$ cat config.mk
export PLATFORM = sky130hd
export DESIGN_NAME = ras_spec_ckpt_flat
export DESIGN_NICKNAME = d
export VERILOG_FILES = /design/src/rtl/bmm_pkg.sv /design/src/rtl/ras_spec_ckpt_pkg.sv /design/src/rtl/ras_spec_ckpt_if.sv /design/src/rtl/ras_spec_ckpt.sv /design/src/flat_wrapper.sv
export SDC_FILE = /design/constraint.sdc
export NUM_CORES = 1
export LEC_CHECK = 0
export BUFFER_PORTS_ARGS = -buffer_cell sky130_fd_sc_hd__buf_2
export CAP_MARGIN = 10
export CORE_ASPECT_RATIO = 1.1
export CORE_MARGIN = 5
export CORE_UTILIZATION = 45
export CTS_CLUSTER_SIZE = 16
export DETAILED_ROUTE_END_ITERATION = 7
export GPL_ROUTABILITY_DRIVEN = 1
export PLACE_DENSITY_LB_ADDON = 0.2
export SLEW_MARGIN = 0
export SYNTH_ARGS = -nofsm -noshare
export SYNTH_HDL_FRONTEND = slang
export SYNTH_SLANG_ARGS = --single-unit
$ cat constraint.sdc
create_clock -name clk_i -period 11.6 [get_ports clk_i]
set_input_delay 2.32 -clock clk_i [delete_from_list [all_inputs] [get_ports clk_i]]
set_output_delay 2.32 -clock clk_i [all_outputs]
set_load 0.02 [all_outputs]
$ cat src/rtl/bmm_pkg.sv
// Branch/fetch predictor shared types: RAS depth, the top-of-stack prediction
// record and the checkpoint record the branch unit hands back on a mispredict.
package bmm_pkg;

    localparam int RAS_DEPTH = 8;
    localparam int RAS_PTR_W = $clog2(RAS_DEPTH);

    typedef struct packed {
        logic        vld;
        logic [31:0] ras_data;
    } ras_t;

    typedef struct packed {
        logic [RAS_PTR_W-1:0] tos;
        logic [RAS_PTR_W:0]   cnt;
        logic [31:0]          top;
    } ras_ckpt_t;

endpackage

$ cat src/rtl/ras_spec_ckpt_pkg.sv
// Local types for the checkpointed return address stack: the per-cycle operation
// after priority resolution, and the decoder that applies that priority.
package ras_spec_ckpt_pkg;

    typedef enum logic [2:0] {
        RAS_OP_IDLE    = 3'd0,
        RAS_OP_FLUSH   = 3'd1,
        RAS_OP_RESTORE = 3'd2,
        RAS_OP_PUSH    = 3'd3,
        RAS_OP_POP     = 3'd4,
        RAS_OP_REPLACE = 3'd5
    } ras_op_e;

    // Flush beats restore beats push/pop; losing requests are simply dropped.
    function automatic ras_op_e ras_decode(input logic flush,
                                           input logic restore,
                                           input logic push,
                                           input logic pop);
        ras_op_e op;
        op = RAS_OP_IDLE;
        if (flush) begin
            op = RAS_OP_FLUSH;
        end else if (restore) begin
            op = RAS_OP_RESTORE;
        end else if (push && pop) begin
            op = RAS_OP_REPLACE;
        end else if (push) begin
            op = RAS_OP_PUSH;
        end else if (pop) begin
            op = RAS_OP_POP;
        end
        return op;
    endfunction

endpackage

$ cat src/rtl/ras_spec_ckpt_if.sv
// Predictor-side bundle of the return address stack. Requests are single-cycle
// strobes with no backpressure: the stack accepts every request on the edge it is seen.
interface ras_spec_ckpt_if;
    import bmm_pkg::*;

    logic        flush_i;
    logic        push_i;
    logic        pop_i;
    logic [31:0] push_pc_i;
    logic        restore_i;
    ras_ckpt_t   restore_ckpt_i;
    ras_ckpt_t   ckpt_o;
    ras_t        top_o;
    logic        overflow_o;
    logic        underflow_o;

    modport master (
        output flush_i, push_i, pop_i, push_pc_i, restore_i, restore_ckpt_i,
        input  ckpt_o, top_o, overflow_o, underflow_o
    );

    modport slave (
        input  flush_i, push_i, pop_i, push_pc_i, restore_i, restore_ckpt_i,
        output ckpt_o, top_o, overflow_o, underflow_o
    );

endinterface

$ cat src/rtl/ras_spec_ckpt.sv
// Circular return address stack with overflow wrap, underflow detect and
// checkpoint/restore of {tos, cnt, top entry} for mispredict repair.
module ras_spec_ckpt
    import bmm_pkg::*;
    import ras_spec_ckpt_pkg::*;
#(
    parameter int DEPTH = bmm_pkg::RAS_DEPTH,
    parameter int XLEN  = 32
) (
    input logic           clk_i,
    input logic           rst_ni,
    ras_spec_ckpt_if.slave ras
);

    localparam int PTR_W = $clog2(DEPTH);
    localparam logic [PTR_W-1:0] PTR_ONE  = PTR_W'(1);
    localparam logic [PTR_W:0]   CNT_ONE  = (PTR_W + 1)'(1);
    localparam logic [PTR_W:0]   CNT_FULL = (PTR_W + 1)'(DEPTH);

    if (DEPTH != bmm_pkg::RAS_DEPTH) begin : g_bad_depth
        $error("ras_spec_ckpt: DEPTH must equal bmm_pkg::RAS_DEPTH");
    end
    if (XLEN != 32) begin : g_bad_xlen
        $error("ras_spec_ckpt: XLEN must match the 32-bit ras_t/ras_ckpt_t payload");
    end

    logic [XLEN-1:0]  mem_q [DEPTH];
    logic [PTR_W-1:0] tos_q, tos_d;
    logic [PTR_W:0]   cnt_q, cnt_d;
    logic             ovf_q, ovf_d;
    logic             unf_q, unf_d;
    logic             wr_en;
    logic [PTR_W-1:0] wr_idx;
    logic [XLEN-1:0]  wr_data;
    ras_op_e          op;
    logic             top_vld;

    always_comb begin
        op      = ras_decode(ras.flush_i, ras.restore_i, ras.push_i, ras.pop_i);
        tos_d   = tos_q;
        cnt_d   = cnt_q;
        ovf_d   = 1'b0;
        unf_d   = 1'b0;
        wr_en   = 1'b0;
        wr_idx  = tos_q;
        wr_data = ras.push_pc_i;

        unique case (op)
            RAS_OP_FLUSH: begin
                // Contents stay behind; cnt==0 masks them through top_o.vld.
                tos_d = '0;
                cnt_d = '0;
            end
            RAS_OP_RESTORE: begin
                // Only the checkpointed top entry is rewritten; deeper wrong-path damage stays.
                tos_d   = ras.restore_ckpt_i.tos;
                cnt_d   = ras.restore_ckpt_i.cnt;
                wr_en   = 1'b1;
                wr_idx  = ras.restore_ckpt_i.tos;
                wr_data = ras.restore_ckpt_i.top;
            end
            RAS_OP_PUSH: begin
                tos_d  = tos_q + PTR_ONE;
                wr_en  = 1'b1;
                wr_idx = tos_q + PTR_ONE;
                if (cnt_q == CNT_FULL) begin
                    ovf_d = 1'b1;
                end else begin
                    cnt_d = cnt_q + CNT_ONE;
                end
            end
            RAS_OP_POP: begin
                if (cnt_q == '0) begin
                    unf_d = 1'b1;
                end else begin
                    tos_d = tos_q - PTR_ONE;
                    cnt_d = cnt_q - CNT_ONE;
                end
            end
            RAS_OP_REPLACE: begin
                // Return then call in one fetch group: the new return address replaces the top.
                wr_en  = 1'b1;
                wr_idx = tos_q;
                if (cnt_q == '0) begin
                    cnt_d = CNT_ONE;
                end
            end
            default: begin
            end
        endcase
    end

    always_ff @(posedge clk_i) begin
        if (!rst_ni) begin
            tos_q <= '0;
            cnt_q <= '0;
            ovf_q <= 1'b0;
            unf_q <= 1'b0;
            for (int i = 0; i < DEPTH; i++) begin
                mem_q[i] <= '0;
            end
        end else begin
            tos_q <= tos_d;
            cnt_q <= cnt_d;
            ovf_q <= ovf_d;
            unf_q <= unf_d;
            if (wr_en) begin
                mem_q[wr_idx] <= wr_data;
            end
        end
    end

    assign top_vld = (cnt_q != '0);

    assign ras.top_o       = '{vld: top_vld, ras_data: (top_vld ? mem_q[tos_q] : '0)};
    assign ras.ckpt_o      = '{tos: tos_q, cnt: cnt_q, top: mem_q[tos_q]};
    assign ras.overflow_o  = ovf_q;
    assign ras.underflow_o = unf_q;

endmodule

$ cat src/flat_wrapper.sv
// flat-port wrapper written by rule: the top's interface ports become plain ports
module ras_spec_ckpt_flat import bmm_pkg::*; import ras_spec_ckpt_pkg::*;
#(
    parameter int DEPTH = bmm_pkg::RAS_DEPTH,
    parameter int XLEN  = 32
)
  (clk_i, rst_ni, ras_flush_i, ras_push_i, ras_pop_i, ras_push_pc_i, ras_restore_i, ras_restore_ckpt_i, ras_ckpt_o, ras_top_o, ras_overflow_o, ras_underflow_o);
  ras_spec_ckpt_if ras_i ();
  input logic clk_i;
  input logic rst_ni;
  input wire logic [$bits(ras_i.flush_i)-1:0] ras_flush_i;
  input wire logic [$bits(ras_i.push_i)-1:0] ras_push_i;
  input wire logic [$bits(ras_i.pop_i)-1:0] ras_pop_i;
  input wire logic [$bits(ras_i.push_pc_i)-1:0] ras_push_pc_i;
  input wire logic [$bits(ras_i.restore_i)-1:0] ras_restore_i;
  input wire logic [$bits(ras_i.restore_ckpt_i)-1:0] ras_restore_ckpt_i;
  output wire logic [$bits(ras_i.ckpt_o)-1:0] ras_ckpt_o;
  output wire logic [$bits(ras_i.top_o)-1:0] ras_top_o;
  output wire logic [$bits(ras_i.overflow_o)-1:0] ras_overflow_o;
  output wire logic [$bits(ras_i.underflow_o)-1:0] ras_underflow_o;
  assign ras_i.flush_i = ras_flush_i;
  assign ras_i.push_i = ras_push_i;
  assign ras_i.pop_i = ras_pop_i;
  assign ras_i.push_pc_i = ras_push_pc_i;
  assign ras_i.restore_i = ras_restore_i;
  assign ras_i.restore_ckpt_i = ras_restore_ckpt_i;
  assign ras_ckpt_o = ras_i.ckpt_o;
  assign ras_top_o = ras_i.top_o;
  assign ras_overflow_o = ras_i.overflow_o;
  assign ras_underflow_o = ras_i.underflow_o;
  ras_spec_ckpt #(.DEPTH(DEPTH), .XLEN(XLEN)) u_core (.clk_i(clk_i), .rst_ni(rst_ni), .ras(ras_i));
endmodule
# [Yosys cells after proc, flatten, opt, wreduce, memory -nomap -nowiden]
# Memories as Yosys holds them, arrays and structs flattened. A register that Yosys moved wholly into a read port is not among the register bits.
# Index checks and enable logic that the tools add are counted.
[classes] n_eq_ne=9 n_reduce_logical=11 addsub=4 mux=26
[ops] op="two-way mux 32 bit" n=3
[ops] op="OR reduction 32 bit" n=1
[ops] op="two-way mux 3 bit" n=9
[ops] op="case mux 4 bit (5 select lines)" n=1
[ops] op="two-way mux 4 bit" n=3
[ops] op="case mux 3 bit (4 select lines)" n=1
[ops] op="two-way mux 1 bit" n=8
[ops] op="nonzero test 4 bit" n=2
[ops] op="equality test 3 x 2 -> 1 bit, second input constant" n=2
[ops] op="equality test 3 bit, second input constant" n=2
[ops] op="case mux 3 bit (2 select lines)" n=1
[ops] op="AND reduction 2 bit" n=3
[ops] op="nonzero test 5 bit" n=1
[ops] op="adder 4 x 1 -> 4 bit, second input constant" n=1
[ops] op="equality test 4 bit, second input constant" n=1
[ops] op="zero test 4 bit" n=1
[ops] op="inequality test 2 bit, second input constant" n=2
[ops] op="AND reduction 4 bit" n=1
[ops] op="subtractor 4 x 1 -> 4 bit, second input constant" n=1
[ops] op="adder 3 x 1 -> 3 bit, second input constant" n=1
[ops] op="equality test 3 x 1 -> 1 bit, second input constant" n=1
[ops] op="OR reduction 3 bit" n=1
[ops] op="subtractor 3 x 1 -> 3 bit, second input constant" n=1
[ops] op="inequality test 2 x 1 -> 1 bit, second input constant" n=1
[ops] op="logical AND 1 bit" n=1
[totals] word_cells=55 mem_bits_rw=256 out_inout_bits=74 reg_bits=9 in_bits=77 memories=1
[memory_table] memory="u_core.mem_q" words=8 width=32 read_ports=1 rd_ports_with_merged_regs=1 wr=8 line="ras_spec_ckpt.sv:27" text="logic [XLEN-1:0] mem_q [DEPTH];"

# [Longest topological paths before layout]
# Gate-level depths: netlist of run 1.
[depth] ltp_word=13 mapped_depth=9

# [Worst setup path after synthesis of run 1]
# No wires, ideal clock.
[synth_path] path_type="input port to flip-flop" startpoint="input ras_pop_i" endpoint="memory u_core.mem_q[3][0], enable pin" arrival_ns=5.608 setup_time_ns=0.466 stages=8 setup_slack_ns=5.527 n_path_buf=3 t_required_ns=11.134 cell_sequence="buf_2 xnor2_1 nand3_1 nand2_1 nand2_1 clkbuf_1 clkbuf_1 o21ai_0"
[synth_lines] element="from (decl)" line="flat_wrapper.sv:13" text="input wire logic [$bits(ras_i.pop_i)-1:0] ras_pop_i;"
[synth_lines] element="to (decl)" line="ras_spec_ckpt.sv:27"

==> results of run 1 <==
==> worst max-delay path, delay by kind of cell (launching register included) <==
kind,cells,cell delay [ns]
buffers and inverters,2,1.00
multiplexers,2,0.93
flip-flops,1,0.57
AND/OR/NAND/NOR,1,0.14
==> logic make-up (layout without fill, tap and decap cells) <==
family / Yosys count / after routing / share of synthesized area
compound gates: 41 / 41 / 0.02250
xor+xnor: 5 / 5 / 0.003516
fa+ha+maj: 5 / 5 / 0.005624
buf+inv: 84 / 223 / 0.03053
flops: 268 / 268 / 0.6363
mux: 129 / 129 / 0.1711
simple gates: 341 / 341 / 0.1304
==> power by group through the flow <==
stage | Combinational, uW | Sequential (uW) | Clock (uW)
3_3_place_gp | 271 | 1150 | 0
6_report | 268 | 1130 | 853
2_1_floorplan | 186 | 1140 | 0
5_1_grt | 291 | 1140 | 905
4_1_cts | 273 | 1130 | 866
3_5_place_dp | 272 | 1150 | 0
==> how the worst max path moves through the flow <==
stage          startpoint  slack (ns)                                 to
2_1_floorplan   ras_pop_i        5.53   u_core.mem_q[3][0]$_SDFFCE_PN0P_
3_3_place_gp    ras_pop_i        5.92   u_core.mem_q[6][2]$_SDFFCE_PN0P_
3_5_place_dp    ras_pop_i        5.87  u_core.mem_q[6][29]$_SDFFCE_PN0P_
4_1_cts         flip-flop        5.95                      ras_top_o[31]
5_1_grt         flip-flop        5.81                      ras_top_o[23]
6_report        flip-flop        6.05                      ras_top_o[20]
==> per-layer routing <==
metal	part of all wire	vias to the layer above	track usage
met4	0.018	0	0.04416
met1	0.43	3884	0.2694
met3	0.059	40	0.02638
met2	0.50	240	0.3288
li1	-	3552	-
met5	0	-	0
==> cell type report <==
type / count / area (sq um)
Tap cell: 357 / 446.7
Timing Repair Buffer: 161 / 833.3
Sequential cell: 268 / 7936
Multi-Input combinational cell: 521 / 4260
Inverter: 10 / 37.54
Fill cell: 2300 / 12720
Clock buffer: 40 / 797.0
Clock inverter: 12 / 80.08
==> synth_stat cells (11+ instances only) <==
| cell | n | area, sq um |
|---|---|---|
| mux2i_1 | 33 | 330.3 |
| and2_1 | 32 | 200.2 |
| nor2_1 | 134 | 503.0 |
| mux2_2 | 32 | 360.4 |
| nand2_1 | 18 | 67.56 |
| buf_2 | 19 | 95.09 |
| nor3_1 | 131 | 655.6 |
| edfxtp_1 | 256 | 7687 |
| clkbuf_1 | 47 | 176.4 |
| o21ai_0 | 11 | 55.05 |
| mux4_2 | 64 | 1441 |
| dfxtp_1 | 12 | 240.2 |
==> cells in the final DEF, fill, tap and decap left out, types with 3 or more instances in the layout <==
master     count
edfxtp_1     256
buf_2        150
nor2_1       134
nor3_1       131
mux4_2        64
mux2i_1       33
mux2_2        32
and2_1        32
clkbuf_16     29
nand2_1       12
buf_4         11
inv_1          9
o21ai_0        9
dfxtp_1        9
a21oi_1        8
clkbuf_1       8
clkinv_1       7
nand2_2        5
nand3_1        5
ha_1           4
nor2b_1        3
or2_2          3
xnor2_1        3
o21ai_4        3
a211oi_1       3
clkinv_2       3
clkbuf_8       3
==> per-stage QoR <==
step | power [uW] | hold slack, ns | instances | setup WS, ns | util
after floorplan | 1325 | 0.5704 | 873 | 5.527 | -
after global placement | 1421 | 0.5465 | 1317 | 5.922 | 0.4984
after detailed placement | 1425 | 0.5514 | 1317 | 5.865 | 0.4984
after CTS | 2272 | 0.5574 | 1369 | 5.953 | 0.5307
after global routing | 2333 | 0.5811 | 1369 | 5.811 | 0.5307
final | 2253 | 0.5718 | 1369 | 6.050 | 0.5307
==> registers in the layout, indices dropped and copies added, names as in the netlist, named ones only <==
name,cells
u_core.ras.underflow_o,1
u_core.tos_q,3
u_core.ras.overflow_o,1
u_core.cnt_q,4
u_core.mem_q,256
==> flow_metrics.py, run 1 <==
metrics = {
    "outcome": {
        "run_status": "finished, final reports clean",
    },
    "die": {
        "core_area_sq_um": 27120,
        "ios": 151,
        "die-height_um": 184.5,
        "initial_core_util": 0.4594,
        "die_area_sq_um": 31120,
        "rows": 63,
        "die_w_um": 168.6,
    },
    "synth": {
        "ys.flop_type": "edfxtp_1",
        "synth_nets": 955,
        "async_flop_share": 0,
        "syn_inst": 873,
        "syn_avg_cell_area_sq_um": 14.27,
        "syn_area_sq_um": 12460,
        "synth_cell_types": 51,
        "synth_edf_count": 256,
        "yosys_warnings": 0,
        "seq_area_frac_synth": 0.6363,
        "ys_ff_latch": 268,
    },
    "routing": {
        "drc_errors": 0,
        "firstDrtPassIters": 5,
        "wl_um": 30060,
        "viasPerCell": 5.636,
        "drt_iter0_markers": 525,
        "wire_per_inst_um": 21.96,
        "vias": 7716,
        "ant_nets": 0,
    },
    "placed_design": {
        "placed_area_sq_um": 13510,
        "io_buffers": 150,
        "gp_congestion": 0.8877,
        "hpwl_um": 17160,
    },
    "timing": {
        "worst_slew_pin_slew_ns": 1.058,
        "skew_ns": 0.009520,
        "fin_crit_sh": 0.4785,
        "hold_violations": 0,
        "worst_slew_margin_rel": 0.2920,
        "setup_tns_ns": 0,
        "min_period_ns": 5.550,
        "fmax_ghz": 0.1802,
        "setup_viol_count_final": 0,
        "grt_setup_unrepaired": "no",
        "maxSlewViolCount": 0,
    },
    "finish": {
        "drive_gt1_frac": 0.3182,
        "area_growth_pct": 15.52,
        "final_cell_area_sq_um": 14390,
        "diodes": 0,
        "final_nets": 1072,
    },
    "power_and_ir_drop": {
        "ir_worst_vdd_v": 0.00008704,
        "intPower_uw": 1706,
        "power_density_nw_per_um2": 156.6,
        "p_clk_frac": 0.379,
        "combPwrFrac": 0.119,
        "p_sw_uw": 546.8,
        "seqPwrFrac": 0.502,
        "switching_share": 0.2427,
        "power.leakage_uw": 0.005121,
    },
    "critical_path": {
        "cp_data_arrival_time_ns": 3.23,
        "end_kind": "output pin",
        "crit_required_ns": 9.28,
        "crit_fanout": 48,
        "crit_path_top_delay_cell": "buf_4",
        "slowest_delay_ns": 0.85,
        "critPathKind": "flip-flop to output pin",
        "reg2reg_to": "u_core.mem_q[6][3]$_SDFFCE_PN0P_",
        "critPathLaunchType": "flip-flop",
        "r2r_setup_slack_ns": 7.65,
        "crit_chain": "buf_4 > mux4_2 > mux2_2 > and2_1 > buf_2",
        "r2r-start": "u_core.tos_q[0]$_SDFFE_PN0N_",
        "rr_worst_depth": 8,
    },
    "clock_network": {
        "cts.clk_slew.worst_paths_ns": 0.06,
        "hold_buffers": 0,
        "cts_tree": "built",
        "clockBufferDepth": 3,
        "cts_sinks": 268,
        "postCtsSetupRepairBufs": 0,
        "cts_root_buf": "clkbuf_16",
        "clock_latency_ns": 0.54,
        "cts.repair.resized": 0,
        "cts_buffers": 28,
        "cts_htree_levels": 1,
    },
    "global_route": {
        "overflow": 0,
        "grt_usage": 0.1937,
        "antenna_found_initial": 0,
        "grt_max_degree": 81,
        "grt_pass1_vias": 8163,
        "grt_first_pass_wirelength_um": 47030,
    },
    "worst_hold_path": {
        "holdPathStages": 2,
        "hold_path_end": "u_core.ras.overflow_o$_SDFF_PN0_",
        "worstHoldStart": "u_core.cnt_q[3]$_SDFFE_PN0P_",
        "hold_path_class": "flip-flop to flip-flop",
    },
    "run": {
        "max-cap-violations": 0,
    },
}
No activity file was read; power rests on OpenSTA's default activity.
==> inputs of run 2 (changes only) <==
Settings changed: ABC_AREA set to 1.
Clock period 11.6 ns to 5.1 ns, I/O delays scaled along.
==> flow_metrics.py, run 2 <==
metrics = {
    "outcome": {
        "run_status": "finished, final reports clean",
    },
    "critical_path": {
        "critPathLaunchType": "flip-flop",
        "crit_fanout": 82,
        "critPathKind": "flip-flop to output pin",
        "end_kind": "output pin",
        "cp_data_arrival_time_ns": 2.96,
        "crit_required_ns": 4.08,
    },
    "synth": {
        "synth_most_common_cell": "nor2_1",
        "synth-simple-area-share": 0.1912,
        "synth_compound_area_frac": 0.1019,
        "synth_nets": 1321,
        "synth_top_family_by_area": "simple AND/OR/NAND/NOR gates",
        "synth_cell_types": 28,
        "synth_edf_count": 256,
        "synth_largest_area_cell": "edfxtp_1",
        "syn_avg_cell_area_sq_um": 10.32,
        "synth_commonest_cells": "nor2_1, edfxtp_1, nand2_1",
        "synth_mux_area_frac": 0.02593,
        "yosys.area_share.adder": 0.005479,
        "ys.flop_type": "edfxtp_1",
        "syn_inst": 1239,
        "synthTopCellsByArea": "edfxtp_1, nor2_1, o21ai_0",
        "yosys_warnings": 0,
        "seq_area_frac_synth": 0.6199,
        "synth-xor-area-share": 0.002055,
        "async_flop_share": 0,
        "ys_ff_latch": 268,
        "syn_area_sq_um": 12790,
        "synth_top_area_share": 0.6011,
    },
    "finish": {
        "layout_common_cells": "nor2_1, edfxtp_1, buf_2, nand2_1, o21ai_0",
        "fill_cells": 2507,
        "final_nets": 1427,
        "drive_gt1_frac": 0.1943,
        "final_common_cell": "nor2_1",
        "final_util": 0.5213,
        "largest_register_ffs": 256,
        "final_cell_area_sq_um": 14570,
        "area_growth_pct": 13.91,
        "stdcell_count": 1727,
        "diodes": 0,
        "largest_register": "u_core.mem_q",
        "reg_top3": "u_core.mem_q x256, u_core.cnt_q x4, u_core.tos_q x3",
    },
    "placed_design": {
        "pre_cts_ws_ns": 1.237,
        "hpwl_um": 19670,
        "gp_congestion": 0.8113,
        "placed_area_sq_um": 13670,
        "io_buffers": 150,
        "numPlacedInstances": 1679,
    },
    "clock_network": {
        "cts_buffers": 27,
        "cts_sinks": 268,
        "cts.clk_slew.worst_paths_ns": 0.06,
        "cts_tree": "built",
        "hold_buffers": 0,
        "cts_root_buf": "clkbuf_16",
        "clockBufferDepth": 3,
        "postCtsSetupRepairBufs": 0,
        "cts_htree_levels": 1,
        "cts.repair.resized": 0,
        "clock_latency_ns": 0.52,
    },
    "timing": {
        "skew_ns": 0.009941,
        "setup_viol_count_final": 0,
        "hold_violations": 0,
        "fmax_ghz": 0.2511,
        "maxSlewViolCount": 0,
        "worst_slew_margin_rel": 0.2621,
        "worst_slack_ns": 1.117,
        "worst_slew_pin_slew_ns": 1.104,
        "min_period_ns": 3.983,
        "setup_tns_ns": 0,
        "grt_setup_unrepaired": "no",
        "fin_crit_sh": 0.7810,
    },
    "global_route": {
        "antenna_found_initial": 0,
        "grt_first_pass_wirelength_um": 52220,
        "grt_pass1_vias": 9682,
        "grt_usage": 0.2034,
        "overflow": 0,
        "grt_max_degree": 83,
    },
    "die": {
        "rows": 64,
        "core_area_sq_um": 27950,
        "die_area_sq_um": 31890,
        "die_w_um": 170.7,
        "die-height_um": 186.8,
        "ios": 151,
        "initial_core_util": 0.4576,
    },
    "worst_hold_path": {
        "hold_path_class": "flip-flop to flip-flop",
    },
    "power_and_ir_drop": {
        "power.leakage_uw": 0.005658,
        "power_density_nw_per_um2": 361.6,
        "ir_worst_vdd_v": 0.0002215,
    },
    "routing": {
        "drt_iter0_markers": 684,
        "vias": 9620,
        "drc_errors": 0,
        "firstDrtPassIters": 5,
        "ant_nets": 0,
        "viasPerCell": 5.570,
        "wire_per_inst_um": 19.24,
        "wl_um": 33220,
    },
    "run": {
        "max-cap-violations": 0,
    },
}
==> run 2: layer usage <==
metal	wire (um)	GRT usage	vias to the layer above
li1	-	-	4601
met1	14470	0.2814	4668
met2	16290	0.3481	319
met3	2000	0.02455	32
met4	467	0.03932	0
met5	0	0	-
==> run 2: logic make-up (layout without fill, tap and decap cells) <==
family	Yosys count	after routing
AND/OR/NAND/NOR	568	568
multiplexers	32	32
buffers and inverters	120	245
XOR/XNOR	3	3
flip-flops	268	268
AO/OA/AOI/OAI	243	243
adder cells (fa/ha/maj)	5	5
==> run 2: worst max-delay path: stages (launching register included) <==
cell     delay (ns)
dfxtp_4        0.67
buf_4          0.74
o21ai_0        0.21
o22ai_1        0.30
nand2_1        0.11
a21oi_1        0.17
buf_2          0.18
==> run 2: layout make-up <==
class	instances	area, sq um	area share
Timing Repair Buffer	174	955.9	0.06562
Sequential cell	268	7934	0.5446
Multi-Input combinational cell	851	4242	0.2912
Inverter	23	87.58	0.006012
Tap cell	363	454.2	0.03118
Clock inverter	18	207.7	0.01426
Clock buffer	30	686.9	0.04715
==> run 2: metrics by stage <==
stage / total power [uW] / hold slack (ns)
final: 5268 / 0.5283
after global routing: 5456 / 0.5579
after CTS: 5294 / 0.5367
after detailed placement: 3293 / 0.5268
after global placement: 3283 / 0.5174
after floorplan: 3051 / 0.5677
==> run 2: power breakdown <==
group / leakage, uW / internal (uW) / total (uW) / switching, uW
registers: 0.00275 / 2520 / 2560 / 42.5
logic: 0.00247 / 187 / 684 / 497
clock network: 0.000435 / 1210 / 2030 / 812
total: 0.00566 / 3920 / 5270 / 1350
==> run 2: worst paths after layout <==
path,slack (ns),endpoint,cells past startpoint,start
worst min register to register,0.53,u_core.cnt_q[1]$_SDFFE_PN0P_,2,u_core.cnt_q[1]$_SDFFE_PN0P_
worst max register to register,2.16,u_core.mem_q[5][14]$_SDFFCE_PN0P_,8,u_core.tos_q[0]$_SDFFE_PN0N_
worst min-delay path,0.53,u_core.cnt_q[1]$_SDFFE_PN0P_,2,u_core.cnt_q[1]$_SDFFE_PN0P_
worst max-delay path,1.12,ras_top_o[13],6,flip-flop
